<file path="config.mk">
export PLATFORM = sky130hd
export DESIGN_NAME = multicycle_control_unit_flat
export DESIGN_NICKNAME = d
export VERILOG_FILES = /design/src/rtl/multicycle_control_unit_pkg.sv /design/src/rtl/multicycle_control_unit_if.sv /design/src/rtl/multicycle_control_unit_mem_wait_timer.sv /design/src/rtl/multicycle_control_unit.sv /design/src/flat_wrapper.sv
export SDC_FILE = /design/constraint.sdc
export NUM_CORES = 1
export LEC_CHECK = 0
export CORE_MARGIN = 5
export CORE_UTILIZATION = 35
export DETAILED_ROUTE_END_ITERATION = 12
export GPL_TIMING_DRIVEN = 0
export PLACE_DENSITY = 0.65
export SYNTH_ARGS = -nofsm -noshare
export SYNTH_HDL_FRONTEND = slang
export SYNTH_HIERARCHICAL = 1
export SYNTH_SLANG_ARGS = --single-unit
</file>
<file path="constraint.sdc">
create_clock -name clk -period 6.99 [get_ports clk]
set_clock_uncertainty 0.15 [all_clocks]
set_input_delay 1.7475 -clock clk [delete_from_list [all_inputs] [get_ports clk]]
set_output_delay 1.7475 -clock clk [all_outputs]
set_load 0.005 [all_outputs]
</file>
<file path="src/rtl/multicycle_control_unit_pkg.sv">
// Shared types and encodings for the multi-cycle RV32I control unit.
package multicycle_control_unit_pkg;

  localparam int unsigned OPCODE_W = 7;

  localparam logic [OPCODE_W-1:0] OP_ARITH     = 7'b0110011;
  localparam logic [OPCODE_W-1:0] OP_ARITH_IMM = 7'b0010011;
  localparam logic [OPCODE_W-1:0] OP_LOAD      = 7'b0000011;
  localparam logic [OPCODE_W-1:0] OP_STORE     = 7'b0100011;
  localparam logic [OPCODE_W-1:0] OP_BRANCH    = 7'b1100011;
  localparam logic [OPCODE_W-1:0] OP_JAL       = 7'b1101111;
  localparam logic [OPCODE_W-1:0] OP_JALR      = 7'b1100111;
  localparam logic [OPCODE_W-1:0] OP_ECALL     = 7'b1110011;

  typedef enum logic [2:0] {
    ST_INIT,
    ST_IF,
    ST_ID,
    ST_EX,
    ST_MEM,
    ST_WB,
    ST_HALT
  } state_e;

  localparam logic [1:0] ALU_ADD    = 2'd0;
  localparam logic [1:0] ALU_BRANCH = 2'd1;
  localparam logic [1:0] ALU_FUNCT  = 2'd2;

  localparam logic [1:0] WB_ALU = 2'd0;
  localparam logic [1:0] WB_MDR = 2'd1;
  localparam logic [1:0] WB_PC4 = 2'd2;

  localparam logic [1:0] PC_PLUS4  = 2'd0;
  localparam logic [1:0] PC_BRANCH = 2'd1;
  localparam logic [1:0] PC_JALR   = 2'd2;

  // Datapath strobe and mux bundle produced by the FSM each cycle.
  typedef struct packed {
    logic       mem_read;
    logic       mem_write;
    logic       i_or_d;
    logic       ir_write;
    logic       mdr_write;
    logic       alu_out_write;
    logic       alu_src_b;
    logic [1:0] alu_op;
    logic       reg_write;
    logic [1:0] wb_sel;
    logic       pc_write;
    logic [1:0] pc_source;
    logic       illegal_op;
  } ctrl_t;

  function automatic logic is_known_op(input logic [OPCODE_W-1:0] op);
    case (op)
      OP_ARITH, OP_ARITH_IMM, OP_LOAD, OP_STORE,
      OP_BRANCH, OP_JAL, OP_JALR, OP_ECALL: return 1'b1;
      default:                              return 1'b0;
    endcase
  endfunction

endpackage

</file>
<file path="src/rtl/multicycle_control_unit_if.sv">
// Control unit <-> datapath/memory signal bundle.
interface multicycle_control_unit_if
  import multicycle_control_unit_pkg::*;
#(
  parameter int unsigned CNT_W = 32
);

  logic [OPCODE_W-1:0] opcode;
  logic                alu_bcond;
  logic                halt_req;
  logic                mem_ready;

  logic                mem_read;
  logic                mem_write;
  logic                i_or_d;
  logic                ir_write;
  logic                mdr_write;
  logic                alu_out_write;
  logic                alu_src_b;
  logic [1:0]          alu_op;
  logic                reg_write;
  logic [1:0]          wb_sel;
  logic                pc_write;
  logic [1:0]          pc_source;
  logic                illegal_op;
  logic                is_halted;
  logic [CNT_W-1:0]    instret;

  modport master (
    input  opcode, alu_bcond, halt_req, mem_ready,
    output mem_read, mem_write, i_or_d, ir_write, mdr_write, alu_out_write,
           alu_src_b, alu_op, reg_write, wb_sel, pc_write, pc_source,
           illegal_op, is_halted, instret
  );

  modport slave (
    output opcode, alu_bcond, halt_req, mem_ready,
    input  mem_read, mem_write, i_or_d, ir_write, mdr_write, alu_out_write,
           alu_src_b, alu_op, reg_write, wb_sel, pc_write, pc_source,
           illegal_op, is_halted, instret
  );

endinterface

</file>
<file path="src/rtl/multicycle_control_unit_mem_wait_timer.sv">
// Fixed-latency memory access timer: done once LATENCY cycles have elapsed since clear.
module mem_wait_timer #(
  parameter int unsigned LATENCY = 1
) (
  input  logic clk,
  input  logic reset_n,
  input  logic clear,
  input  logic enable,
  output logic done
);

  localparam int unsigned CW = $clog2(LATENCY + 1);

  logic [CW-1:0] cnt_q;

  assign done = (cnt_q == CW'(LATENCY - 1));

  // Holds at the done value so a stalled consumer never sees it wrap.
  always_ff @(posedge clk or negedge reset_n) begin
    if (!reset_n) begin
      cnt_q <= '0;
    end else if (clear) begin
      cnt_q <= '0;
    end else if (enable && !done) begin
      cnt_q <= cnt_q + CW'(1);
    end
  end

endmodule

</file>
<file path="src/rtl/multicycle_control_unit.sv">
// Multi-cycle RV32I control FSM: sequences IF/ID/EX/MEM/WB and drives datapath strobes.
module multicycle_control_unit
  import multicycle_control_unit_pkg::*;
#(
  parameter bit          MEM_HANDSHAKE = 1'b1,
  parameter int unsigned MEM_LATENCY   = 1,
  parameter int unsigned CNT_W         = 32
) (
  input  logic                        clk,
  input  logic                        reset_n,
  multicycle_control_unit_if.master   bus
);

  state_e           state_q, state_d;
  ctrl_t            ctrl;
  logic             done;
  logic             timer_done;
  logic             timer_clear;
  logic             timer_en;
  logic             halted_q;
  logic [CNT_W-1:0] instret_q;

  // Timer state stays constant in handshake mode and is optimised away.
  assign timer_en    = !MEM_HANDSHAKE && (state_q == ST_IF || state_q == ST_MEM);
  assign timer_clear = !MEM_HANDSHAKE && (state_d != state_q) &&
                       (state_d == ST_IF || state_d == ST_MEM);

  mem_wait_timer #(
    .LATENCY (MEM_LATENCY)
  ) u_mem_wait_timer (
    .clk     (clk),
    .reset_n (reset_n),
    .clear   (timer_clear),
    .enable  (timer_en),
    .done    (timer_done)
  );

  assign done = MEM_HANDSHAKE ? bus.mem_ready : timer_done;

  always_ff @(posedge clk or negedge reset_n) begin
    if (!reset_n) begin
      state_q <= ST_INIT;
    end else begin
      state_q <= state_d;
    end
  end

  // Next state and strobes; only the listed strobes are raised in each state.
  always_comb begin
    state_d = state_q;
    ctrl    = '0;
    case (state_q)
      ST_INIT: state_d = ST_IF;

      ST_IF: begin
        ctrl.mem_read = 1'b1;
        if (done) begin
          ctrl.ir_write = 1'b1;
          state_d       = ST_ID;
        end
      end

      ST_ID: begin
        if (bus.opcode == OP_ECALL) begin
          ctrl.pc_write = 1'b1;
          state_d       = bus.halt_req ? ST_HALT : ST_IF;
        end else if (!is_known_op(bus.opcode)) begin
          ctrl.illegal_op = 1'b1;
          ctrl.pc_write   = 1'b1;
          state_d         = ST_IF;
        end else begin
          state_d = ST_EX;
        end
      end

      ST_EX: begin
        ctrl.alu_out_write = 1'b1;
        case (bus.opcode)
          OP_ARITH: begin
            ctrl.alu_op = ALU_FUNCT;
            state_d     = ST_WB;
          end
          OP_ARITH_IMM: begin
            ctrl.alu_src_b = 1'b1;
            ctrl.alu_op    = ALU_FUNCT;
            state_d        = ST_WB;
          end
          OP_LOAD, OP_STORE: begin
            ctrl.alu_src_b = 1'b1;
            state_d        = ST_MEM;
          end
          OP_JALR: begin
            ctrl.alu_src_b = 1'b1;
            state_d        = ST_WB;
          end
          OP_BRANCH: begin
            ctrl.alu_op    = ALU_BRANCH;
            ctrl.pc_write  = 1'b1;
            ctrl.pc_source = bus.alu_bcond ? PC_BRANCH : PC_PLUS4;
            state_d        = ST_IF;
          end
          OP_JAL: state_d = ST_WB;
          default: begin
            ctrl.pc_write = 1'b1;
            state_d       = ST_IF;
          end
        endcase
      end

      ST_MEM: begin
        ctrl.i_or_d = 1'b1;
        if (bus.opcode == OP_STORE) begin
          ctrl.mem_write = 1'b1;
          if (done) begin
            ctrl.pc_write = 1'b1;
            state_d       = ST_IF;
          end
        end else begin
          ctrl.mem_read = 1'b1;
          if (done) begin
            ctrl.mdr_write = 1'b1;
            state_d        = ST_WB;
          end
        end
      end

      ST_WB: begin
        ctrl.reg_write = 1'b1;
        ctrl.pc_write  = 1'b1;
        state_d        = ST_IF;
        case (bus.opcode)
          OP_LOAD: ctrl.wb_sel = WB_MDR;
          OP_JAL: begin
            ctrl.wb_sel    = WB_PC4;
            ctrl.pc_source = PC_BRANCH;
          end
          OP_JALR: begin
            ctrl.wb_sel    = WB_PC4;
            ctrl.pc_source = PC_JALR;
          end
          default: ctrl.wb_sel = WB_ALU;
        endcase
      end

      ST_HALT: state_d = ST_HALT;

      default: state_d = ST_INIT;
    endcase
  end

  // Retired-instruction counter and sticky halt flag.
  always_ff @(posedge clk or negedge reset_n) begin
    if (!reset_n) begin
      instret_q <= '0;
      halted_q  <= 1'b0;
    end else begin
      if (ctrl.pc_write) begin
        instret_q <= instret_q + CNT_W'(1);
      end
      if (state_d == ST_HALT) begin
        halted_q <= 1'b1;
      end
    end
  end

  assign bus.mem_read      = ctrl.mem_read;
  assign bus.mem_write     = ctrl.mem_write;
  assign bus.i_or_d        = ctrl.i_or_d;
  assign bus.ir_write      = ctrl.ir_write;
  assign bus.mdr_write     = ctrl.mdr_write;
  assign bus.alu_out_write = ctrl.alu_out_write;
  assign bus.alu_src_b     = ctrl.alu_src_b;
  assign bus.alu_op        = ctrl.alu_op;
  assign bus.reg_write     = ctrl.reg_write;
  assign bus.wb_sel        = ctrl.wb_sel;
  assign bus.pc_write      = ctrl.pc_write;
  assign bus.pc_source     = ctrl.pc_source;
  assign bus.illegal_op    = ctrl.illegal_op;
  assign bus.is_halted     = halted_q;
  assign bus.instret       = instret_q;

endmodule

</file>
<file path="src/flat_wrapper.sv">
// flat-port wrapper written by rule: the top's interface ports become plain ports
module multicycle_control_unit_flat import multicycle_control_unit_pkg::*;
#(
  parameter bit          MEM_HANDSHAKE = 1'b1,
  parameter int unsigned MEM_LATENCY   = 1,
  parameter int unsigned CNT_W         = 32
)
  (clk, reset_n, bus_opcode, bus_alu_bcond, bus_halt_req, bus_mem_ready, bus_mem_read, bus_mem_write, bus_i_or_d, bus_ir_write, bus_mdr_write, bus_alu_out_write, bus_alu_src_b, bus_alu_op, bus_reg_write, bus_wb_sel, bus_pc_write, bus_pc_source, bus_illegal_op, bus_is_halted, bus_instret);
  multicycle_control_unit_if #(.CNT_W(CNT_W)) bus_i ();
  input  logic clk;
  input  logic reset_n;
  input wire logic [$bits(bus_i.opcode)-1:0] bus_opcode;
  input wire logic [$bits(bus_i.alu_bcond)-1:0] bus_alu_bcond;
  input wire logic [$bits(bus_i.halt_req)-1:0] bus_halt_req;
  input wire logic [$bits(bus_i.mem_ready)-1:0] bus_mem_ready;
  output wire logic [$bits(bus_i.mem_read)-1:0] bus_mem_read;
  output wire logic [$bits(bus_i.mem_write)-1:0] bus_mem_write;
  output wire logic [$bits(bus_i.i_or_d)-1:0] bus_i_or_d;
  output wire logic [$bits(bus_i.ir_write)-1:0] bus_ir_write;
  output wire logic [$bits(bus_i.mdr_write)-1:0] bus_mdr_write;
  output wire logic [$bits(bus_i.alu_out_write)-1:0] bus_alu_out_write;
  output wire logic [$bits(bus_i.alu_src_b)-1:0] bus_alu_src_b;
  output wire logic [$bits(bus_i.alu_op)-1:0] bus_alu_op;
  output wire logic [$bits(bus_i.reg_write)-1:0] bus_reg_write;
  output wire logic [$bits(bus_i.wb_sel)-1:0] bus_wb_sel;
  output wire logic [$bits(bus_i.pc_write)-1:0] bus_pc_write;
  output wire logic [$bits(bus_i.pc_source)-1:0] bus_pc_source;
  output wire logic [$bits(bus_i.illegal_op)-1:0] bus_illegal_op;
  output wire logic [$bits(bus_i.is_halted)-1:0] bus_is_halted;
  output wire logic [$bits(bus_i.instret)-1:0] bus_instret;
  assign bus_i.opcode = bus_opcode;
  assign bus_i.alu_bcond = bus_alu_bcond;
  assign bus_i.halt_req = bus_halt_req;
  assign bus_i.mem_ready = bus_mem_ready;
  assign bus_mem_read = bus_i.mem_read;
  assign bus_mem_write = bus_i.mem_write;
  assign bus_i_or_d = bus_i.i_or_d;
  assign bus_ir_write = bus_i.ir_write;
  assign bus_mdr_write = bus_i.mdr_write;
  assign bus_alu_out_write = bus_i.alu_out_write;
  assign bus_alu_src_b = bus_i.alu_src_b;
  assign bus_alu_op = bus_i.alu_op;
  assign bus_reg_write = bus_i.reg_write;
  assign bus_wb_sel = bus_i.wb_sel;
  assign bus_pc_write = bus_i.pc_write;
  assign bus_pc_source = bus_i.pc_source;
  assign bus_illegal_op = bus_i.illegal_op;
  assign bus_is_halted = bus_i.is_halted;
  assign bus_instret = bus_i.instret;
  multicycle_control_unit #(.MEM_HANDSHAKE(MEM_HANDSHAKE), .MEM_LATENCY(MEM_LATENCY), .CNT_W(CNT_W)) u_core (.clk(clk), .reset_n(reset_n), .bus(bus_i));
endmodule
</file>
==> results.sh, run 1 <==
export IMPL_ys_top_cells_by_area="dfrtp_1 (45%), xnor2_1 (7.5%), xor2_1 (6.2%)"
export IMPL_syn_area_per_cell_um2=9.680
export IMPL_critPathKind="in2out"
export IMPL_arrival_ns=4.05
export IMPL_root_buffer="clkbuf_8"
export IMPL_post_dp_hpwl_um=3401
export IMPL_async_flop_share=1.000
export IMPL_fin_area_um2=2758
export IMPL_core_um2=5507
export IMPL_cp_max_fo=8
export IMPL_first_global_vias=1584
export IMPL_num_vias=1680
export IMPL_first_iter_violations=72
export IMPL_cts_sinks=36
export IMPL_seqPwrFrac=0.481
export IMPL_clk_pin_slew_worst_paths_ns=0.08
export IMPL_cts_max_path_buffers=2
export IMPL_synth_top_cell_area_share=0.4540
export IMPL_final_setup_tns_ns=0
export IMPL_clock_fmax_mhz=168.2
export IMPL_drv_slew=0
export IMPL_clkPwrFrac=0.275
export IMPL_syn_inst=205
export IMPL_dpl_cell_area_um2=2670
export IMPL_antenna_left=0
export IMPL_area_growth_pct=38.97
export IMPL_period_share=0.8503
export IMPL_antenna_found_initial=0
export IMPL_drive_gt1_frac=0.08791
export IMPL_wl_um=4496
export IMPL_viasPerCell=4.870
export IMPL_hold_buffers=0
export IMPL_post_cts_resized=0
export IMPL_grt_overflow_total=0
export IMPL_wire_per_inst_um=13.03
export IMPL_synth_main_ff_cell="dfrtp_1"
export IMPL_cts_buffers=5
export IMPL_pin_count=61
export IMPL_p_switching_mw=0.1567
export IMPL_yosys_cell_count_top_type="dfrtp_1"
export IMPL_max_cap_violations=0
export IMPL_cp_start_kind="input pin"
export IMPL_grt_pass1_wl_um=7341
export IMPL_grtUsageTotal=0.1229
export IMPL_syn_area_um2=1984
export IMPL_yosys_top_cells_count="dfrtp_1 (36), nand2_1 (26), nor2_1 (22)"
export IMPL_setup_viol=0
export IMPL_port_buffers=60
export IMPL_cts_setup_buffers=0
export IMPL_grt_setup_unrepaired="false"
export IMPL_p_int_mw=0.3745
export IMPL_rows=27
export IMPL_final_nets=285
export IMPL_tightestPinTransition_ns=0.7993
export IMPL_yosysTopAreaCell="dfrtp_1"
export IMPL_route_detailed_drc=0
export IMPL_yosys_warnings=6
export IMPL_synth_nets=218
export IMPL_place_gp_congestion=0.7307
export IMPL_ys_seq_area_frac=0.4540
export IMPL_grt_max_degree=37
export IMPL_die_x_um=85.30
export IMPL_fp_dieH_um=85.30
export IMPL_ys_seq_elements=36
export IMPL_power_share_combinational=0.244
export IMPL_n_fill_cell=526
export IMPL_reg2reg_from="u_core/state_q[0]"
export IMPL_place_ws_ns=1.026
export IMPL_power_density_nw_per_um2=192.6
export IMPL_cts_max_level=2
export IMPL_total_power_mw=0.5312
export IMPL_p_leak_nw=1.147
export IMPL_required_ns=5.09
export IMPL_hp_class="reg2reg"
export IMPL_peakVddDrop_mv=0.07534
export IMPL_clk_latency_ns=0.29
export IMPL_start_util=0.3604
export IMPL_multi_input_area_um2=1018
export IMPL_outcome="finished, final reports clean"
export IMPL_sw_frac_of_total=0.2950
export IMPL_dieArea_um2=7275
export IMPL_period_needed_ns=5.944
export IMPL_ys_types=47
export IMPL_num_antenna_cells=0
export IMPL_synth_edf_count=0
export IMPL_max_slew_margin_rel=0.4671
export IMPL_dr_pass1_iters=4
export IMPL_end_kind="output port"
export IMPL_fin_ws_ns=1.046
export IMPL_hold_start="u_core/bus.instret[31]"
export IMPL_critPathLaunch="bus_opcode[3]"
export IMPL_regArea_um2=900.9
export IMPL_finalHoldViolCount=0
export IMPL_cts_tree="yes"
-- cell families (layout without fill, tap and decap cells) --
| logic type | count (synthesis) | count (layout) | synth area share |
|---|---|---|---|
| adder cells (fa/ha/maj) | 1 | 1 | 0.006304 |
| XOR/XNOR | 31 | 31 | 0.1368 |
| AND/OR/NAND/NOR | 106 | 106 | 0.2982 |
| flip-flops | 36 | 36 | 0.4540 |
| AO/OA/AOI/OAI | 20 | 20 | 0.07188 |
| buffers and inverters | 11 | 79 | 0.03278 |
-- cell type report --
cell class              count  share of cell area
clock inverters             3            0.006806
flip-flops and latches     36              0.3267
multi-input cells         158              0.3693
plain buffers               5             0.01543
clock buffers               5             0.02495
inverters                   6            0.008167
well taps                  72             0.03267
repair buffers             60              0.2160
-- sequential cells by signal, indices dropped and copies added, names as in the netlist --
register / cells
u_core/bus.instret: 32
u_core/bus.is_halted: 1
u_core/state_q: 3
-- critical path, cell delays in order --
cell and delay (ns):
clkdlybuf4s50_1 0.51, nand4bb_1 0.28, or4_1 0.57, o31ai_1 0.17, nor2_4 0.14, inv_2 0.12, clkdlybuf4s50_1 0.50
-- layout by cell type (no fill, tap or decap), types with 6 or more instances in the layout --
master | synthesis | final
clkdlybuf4s50_1 | 0 | 59
dfrtp_1 | 36 | 36
nand2_1 | 26 | 26
nor2_1 | 22 | 22
xnor2_1 | 17 | 17
xor2_1 | 14 | 14
nand4_1 | 9 | 9
nor3_1 | 8 | 8
a21oi_1 | 6 | 6
and3_1 | 6 | 6
-- final timing paths --
kind	end	slack [ns]	cells after the start
worst max register to register	u_core/bus.instret[13]	4.68	8
min in group asynchronous	u_core/bus.instret[22]	1.40	1
max in group asynchronous	u_core/bus.instret[7]	4.79	1
worst min-delay path	u_core/bus.instret[31]	0.32	1
worst max-delay path	bus_pc_write	1.05	7
worst min register to register	u_core/bus.instret[31]	0.32	1
-- per-layer routing --
metal  share of wire  vias to the layer above  track usage
met4          0.0089                        0      0.03022
met2            0.44                       46       0.1928
met1            0.47                      789       0.1561
li1                -                      840            -
met3           0.078                        5      0.05243
met5               0                        -            0
-- power groups by stage --
stage / clock, mW / sequential (mW) / combinational, mW
after floorplan: 0 / 0.257 / 0.0580
after global placement: 0 / 0.260 / 0.130
after detailed placement: 0 / 0.260 / 0.131
after CTS: 0.151 / 0.256 / 0.132
after global routing: 0.160 / 0.261 / 0.143
final: 0.146 / 0.255 / 0.130
-- stage by stage --
step	std cells	utilization	hold WS (ns)
after floorplan	205	-	0.3147
after global placement	337	0.4858	0.3048
after detailed placement	337	0.4849	0.3109
after CTS	345	0.5008	0.3223
after global routing	345	0.5008	0.3423
final	345	0.5008	0.3151
Power figures use the tool's default switching activity.
==> inputs of run 2 (changes only) <==
--- a/config.mk
+++ b/config.mk
@@ -6,10 +6,10 @@
 export NUM_CORES = 1
 export LEC_CHECK = 0
 export CORE_MARGIN = 5
-export CORE_UTILIZATION = 35
+export CORE_UTILIZATION = 50
 export DETAILED_ROUTE_END_ITERATION = 12
 export GPL_TIMING_DRIVEN = 0
-export PLACE_DENSITY = 0.65
+export PLACE_DENSITY = 0.87
 export SYNTH_ARGS = -nofsm -noshare
 export SYNTH_HDL_FRONTEND = slang
 export SYNTH_HIERARCHICAL = 1
==> results.sh, run 2 (synthesis results as in run 1) <==
export IMPL_outcome="finished, final reports clean"
export IMPL_sw_frac_of_total=0.2932
export IMPL_num_vias=1716
export IMPL_die_x_um=73
export IMPL_power_density_nw_per_um2=194.2
export IMPL_post_cts_resized=0
export IMPL_clock_fmax_mhz=168.8
export IMPL_cts_setup_buffers=0
export IMPL_cp_max_fo=8
export IMPL_reg2reg_from="u_core/state_q[0]"
export IMPL_wl_met1_um=2044
export IMPL_regToRegSetupSlack_ns=4.67
export IMPL_start_util=0.5070
export IMPL_area_growth_pct=37.58
export IMPL_finalHoldViolCount=0
export IMPL_period_share=0.8475
export IMPL_seqPwrFrac=0.485
export IMPL_required_ns=5.09
export IMPL_final_setup_tns_ns=0
export IMPL_antenna_left=0
export IMPL_wire_per_inst_um=14.22
export IMPL_port_buffers=60
export IMPL_clk_latency_ns=0.28
export IMPL_highest_layer="met4"
export IMPL_p_leak_nw=1.147
export IMPL_rows=23
export IMPL_p_switching_mw=0.1555
export IMPL_final_nets=285
export IMPL_setup_viol=0
export IMPL_hold_buffers=0
export IMPL_hold_start="u_core/bus.instret[31]"
export IMPL_num_antenna_cells=0
export IMPL_dr_pass1_iters=4
export IMPL_fp_dieH_um=73
export IMPL_core_um2=3914
export IMPL_cts_sinks=36
export IMPL_hp_class="reg2reg"
export IMPL_cts_max_level=2
export IMPL_r2r_cells=8
export IMPL_grt_pass1_wl_um=7555
export IMPL_wl_um=4593
export IMPL_drv_slew=0
export IMPL_holdPathEnd="u_core/bus.instret[31]"
export IMPL_pin_count=61
export IMPL_peakVddDrop_mv=0.1769
export IMPL_first_global_vias=1698
export IMPL_cts_max_path_buffers=2
export IMPL_max_cap_violations=0
export IMPL_fin_area_um2=2730
export IMPL_grtUsageTotal=0.1789
export IMPL_critPathKind="in2out"
export IMPL_place_gp_congestion=0.7981
export IMPL_grt_max_degree=37
export IMPL_post_dp_hpwl_um=3448
export IMPL_dieArea_um2=5329
export IMPL_cp_start_kind="input pin"
export IMPL_clkPwrFrac=0.268
export IMPL_route_detailed_drc=0
export IMPL_arrival_ns=4.03
export IMPL_tightestPinTransition_ns=0.7798
export IMPL_final_cell_mix="clkdlybuf4s50_1 (59), dfrtp_1 (36), nand2_1 (26)"
export IMPL_root_buffer="clkbuf_8"
export IMPL_final_common_cell="clkdlybuf4s50_1"
export IMPL_grt_setup_unrepaired="false"
export IMPL_period_needed_ns=5.924
export IMPL_drive_gt1_frac=0.08791
export IMPL_dpl_cell_area_um2=2643
export IMPL_max_slew_margin_rel=0.4801
export IMPL_cts_buffers=5
export IMPL_grt_overflow_total=0
export IMPL_largest_register_ffs=32
export IMPL_viasPerCell=5.313
export IMPL_power_share_combinational=0.247
export IMPL_cts_tree="yes"
export IMPL_dr_wl_met3_um=155
export IMPL_min_path_cells=1
export IMPL_end_kind="output port"
export IMPL_wl_met2_um=2352
export IMPL_clk_pin_slew_worst_paths_ns=0.07
export IMPL_first_iter_violations=132
export IMPL_reg2reg_to="u_core/bus.instret[27]"
export IMPL_p_int_mw=0.3747
export IMPL_antenna_found_initial=0
run 2: power by group through the flow:
stage | Sequential (mW) | Clock [mW] | Combinational [mW]
floorplan | 0.257 | 0 | 0.0580
global placement | 0.259 | 0 | 0.129
detailed placement | 0.260 | 0 | 0.132
CTS | 0.257 | 0.147 | 0.132
global route | 0.260 | 0.156 | 0.143
finish | 0.257 | 0.142 | 0.131
run 2: worst max-delay path by stage:
stage                             start            to  slack [ns]  cells past startpoint
after floorplan           bus_opcode[2]  bus_pc_write        2.25                      5
after global placement    bus_opcode[3]  bus_pc_write        1.10                      7
after detailed placement  bus_opcode[3]  bus_pc_write        1.08                      7
after CTS                 bus_opcode[3]  bus_pc_write        1.06                      7
after global routing      bus_opcode[3]  bus_pc_write        0.92                      7
final                     bus_opcode[3]  bus_pc_write        1.07                      7
run 2: metrics by stage:
step | total power [mW] | utilization | setup WS [ns] | std cells | hold slack, ns
after global routing | 0.5604 | 0.6976 | 0.9250 | 323 | 0.3497
after global placement | 0.3881 | 0.6765 | 1.104 | 315 | 0.3051
final | 0.5301 | 0.6976 | 1.066 | 323 | 0.3229
after floorplan | 0.3153 | - | 2.252 | 205 | 0.3147
after detailed placement | 0.3918 | 0.6752 | 1.078 | 315 | 0.3113
after CTS | 0.5368 | 0.6976 | 1.062 | 323 | 0.3238
run 2: final cells by class:
class	instances	area, um2
Buffer	5	42.54
Clock buffer	5	68.82
Clock inverter	3	18.77
Fill cell	326	1184
Inverter	6	22.52
Multi-Input combinational cell	158	1018
Sequential cell	36	900.9
Tap cell	50	62.56
Timing Repair Buffer	60	595.6
run 2: worst max-delay path: stages:
cell and delay (ns):
clkdlybuf4s50_1 0.51, nand4bb_1 0.26, or4_1 0.56, o31ai_1 0.16
nor2_4 0.14, inv_2 0.12, clkdlybuf4s50_1 0.51
run 2: routing by layer:
metal / track usage / vias up
met4: 0.06352 / 0
met3: 0.04683 / 4
met1: 0.2252 / 833
met2: 0.2949 / 33
met5: 0 / -
li1: - / 846
==> inputs of run 3 (changes only) <==
--- a/config.mk
+++ b/config.mk
@@ -6,10 +6,10 @@
 export NUM_CORES = 1
 export LEC_CHECK = 0
 export CORE_MARGIN = 5
-export CORE_UTILIZATION = 50
+export CORE_UTILIZATION = 42
 export DETAILED_ROUTE_END_ITERATION = 12
 export GPL_TIMING_DRIVEN = 0
-export PLACE_DENSITY = 0.87
+export PLACE_DENSITY = 0.78
 export SYNTH_ARGS = -nofsm -noshare
 export SYNTH_HDL_FRONTEND = slang
 export SYNTH_HIERARCHICAL = 1
==> constraint.sdc (replaced) <==
create_clock -name clk -period 4.9 [get_ports clk]
set_clock_uncertainty 0.15 [all_clocks]
set_input_delay 1.225 -clock clk [delete_from_list [all_inputs] [get_ports clk]]
set_output_delay 1.225 -clock clk [all_outputs]
set_load 0.005 [all_outputs]
==> results.sh, run 3 (synthesis results as in run 1) <==
export IMPL_core_um2=4661
export IMPL_fin_area_um2=2774
export IMPL_reg2reg_from="u_core/state_q[0]"
export IMPL_final_common_cell="clkdlybuf4s50_1"
export IMPL_pin_count=61
export IMPL_worstSetupEndpoint="bus_pc_write"
export IMPL_hold_start="u_core/bus.instret[31]"
export IMPL_area_growth_pct=39.79
export IMPL_post_dp_hpwl_um=3353
export IMPL_route_detailed_drc=0
export IMPL_r2r_cells=8
export IMPL_whs_ns=0.3140
export IMPL_grt_overflow_total=0
export IMPL_regToRegSetupSlack_ns=2.56
export IMPL_arrival_ns=3.44
export IMPL_root_buffer="clkbuf_8"
export IMPL_antenna_found_initial=0
export IMPL_viasPerCell=5.156
export IMPL_setup_viol=0
export IMPL_end_kind="output port"
export IMPL_seqPwrFrac=0.456
export IMPL_largest_register_ffs=32
export IMPL_final_setup_tns_ns=0
export IMPL_cts_max_path_buffers=2
export IMPL_sw_frac_of_total=0.2672
export IMPL_fp_dieH_um=78.74
export IMPL_post_cts_resized=0
export IMPL_dpl_cell_area_um2=2648
export IMPL_critPathKind="in2out"
export IMPL_port_buffers=60
export IMPL_clk_pin_slew_worst_paths_ns=0.07
export IMPL_critPathLaunch="bus_opcode[2]"
export IMPL_drv_slew=0
export IMPL_grt_max_degree=37
export IMPL_hp_class="reg2reg"
export IMPL_power_density_nw_per_um2=288.7
export IMPL_num_vias=1686
export IMPL_period_share=0.9827
export IMPL_clkPwrFrac=0.314
export IMPL_regArea_um2=900.9
export IMPL_cts_sinks=36
export IMPL_dr_pass1_iters=4
export IMPL_cts_max_level=2
export IMPL_peakVddDrop_mv=0.1297
export IMPL_reg2reg_to="u_core/bus.instret[10]"
export IMPL_max_slew_margin_rel=0.4855
export IMPL_period_needed_ns=4.815
export IMPL_antenna_left=0
export IMPL_multi_input_area_um2=1035
export IMPL_p_leak_nw=1.167
export IMPL_finalHoldViolCount=0
export IMPL_clock_fmax_mhz=207.7
export IMPL_drive_gt1_frac=0.08791
export IMPL_cts_tree="yes"
export IMPL_rows=25
export IMPL_cts_buffers=5
export IMPL_start_util=0.4258
export IMPL_grt_pass1_wl_um=7431
export IMPL_grtUsageTotal=0.1473
export IMPL_clk_latency_ns=0.28
export IMPL_tightestPinTransition_ns=0.7718
export IMPL_place_gp_congestion=0.8103
export IMPL_n_fill_cell=410
export IMPL_final_nets=285
export IMPL_wire_per_inst_um=13.67
export IMPL_cts_setup_buffers=0
export IMPL_first_global_vias=1623
export IMPL_first_iter_violations=72
export IMPL_max_cap_violations=0
export IMPL_hold_buffers=0
export IMPL_dieArea_um2=6199
export IMPL_wl_um=4470
export IMPL_die_x_um=78.74
export IMPL_p_switching_mw=0.2140
export IMPL_p_int_mw=0.5868
export IMPL_cp_start_kind="input pin"
export IMPL_outcome="finished, final reports clean"
export IMPL_grt_setup_unrepaired="false"
export IMPL_cp_max_fo=8
export IMPL_final_cell_mix="clkdlybuf4s50_1 (58), dfrtp_1 (36), nand2_1 (26)"
export IMPL_required_ns=3.52
export IMPL_power_share_combinational=0.230
export IMPL_num_antenna_cells=0
export IMPL_total_power_mw=0.8008
run 3: final cells by class:
| type | count | share of cell area |
|---|---|---|
| clock inverter | 2 | 0.01263 |
| clock buffer | 6 | 0.02616 |
| buffer | 5 | 0.01534 |
| timing repair buffer | 60 | 0.2156 |
| multi-input combinational | 158 | 0.3730 |
| sequential | 36 | 0.3248 |
| inverter | 6 | 0.008119 |
| tap | 54 | 0.02436 |
run 3: worst max-delay path, stage by stage:
cell and delay, ns:
clkdlybuf4s50_1 0.48, nand4bb_4 0.27, or4_1 0.54, o31ai_1 0.16, nor2_4 0.15, inv_2 0.12, clkdlybuf4s50_1 0.50
run 3: worst min-delay path by stage:
stage | slack [ns] | end | cells after the start
2_1_floorplan | 0.31 | u_core/bus.instret[31] | 1
3_3_place_gp | 0.31 | u_core/bus.instret[31] | 1
3_5_place_dp | 0.31 | u_core/bus.instret[31] | 1
4_1_cts | 0.32 | u_core/bus.instret[31] | 1
5_1_grt | 0.35 | u_core/bus.instret[31] | 1
6_report | 0.31 | u_core/bus.instret[31] | 1
run 3: layer usage:
metal | global-route usage | routed length [um]
met5 | 0 | 0
met4 | 0.04545 | 46
met3 | 0.03175 | 230
met2 | 0.2487 | 2176
met1 | 0.1886 | 2016
run 3: power groups by stage:
stage | sequential (mW) | combinational, mW | clock [mW]
global placement | 0.369 | 0.183 | 0
detailed placement | 0.371 | 0.185 | 0
finish | 0.365 | 0.184 | 0.251
CTS | 0.366 | 0.185 | 0.258
floorplan | 0.367 | 0.0828 | 0
global route | 0.372 | 0.202 | 0.270
run 3: per-stage QoR:
step / worst slack [ns] / utilization / instances
2_1_floorplan: 1.207 / - / 205
3_3_place_gp: 0.03439 / 0.5691 / 319
3_5_place_dp: 0.007238 / 0.5681 / 319
4_1_cts: 0.001816 / 0.5911 / 327
5_1_grt: 0.0006064 / 0.5952 / 327
6_report: 0.08463 / 0.5952 / 327
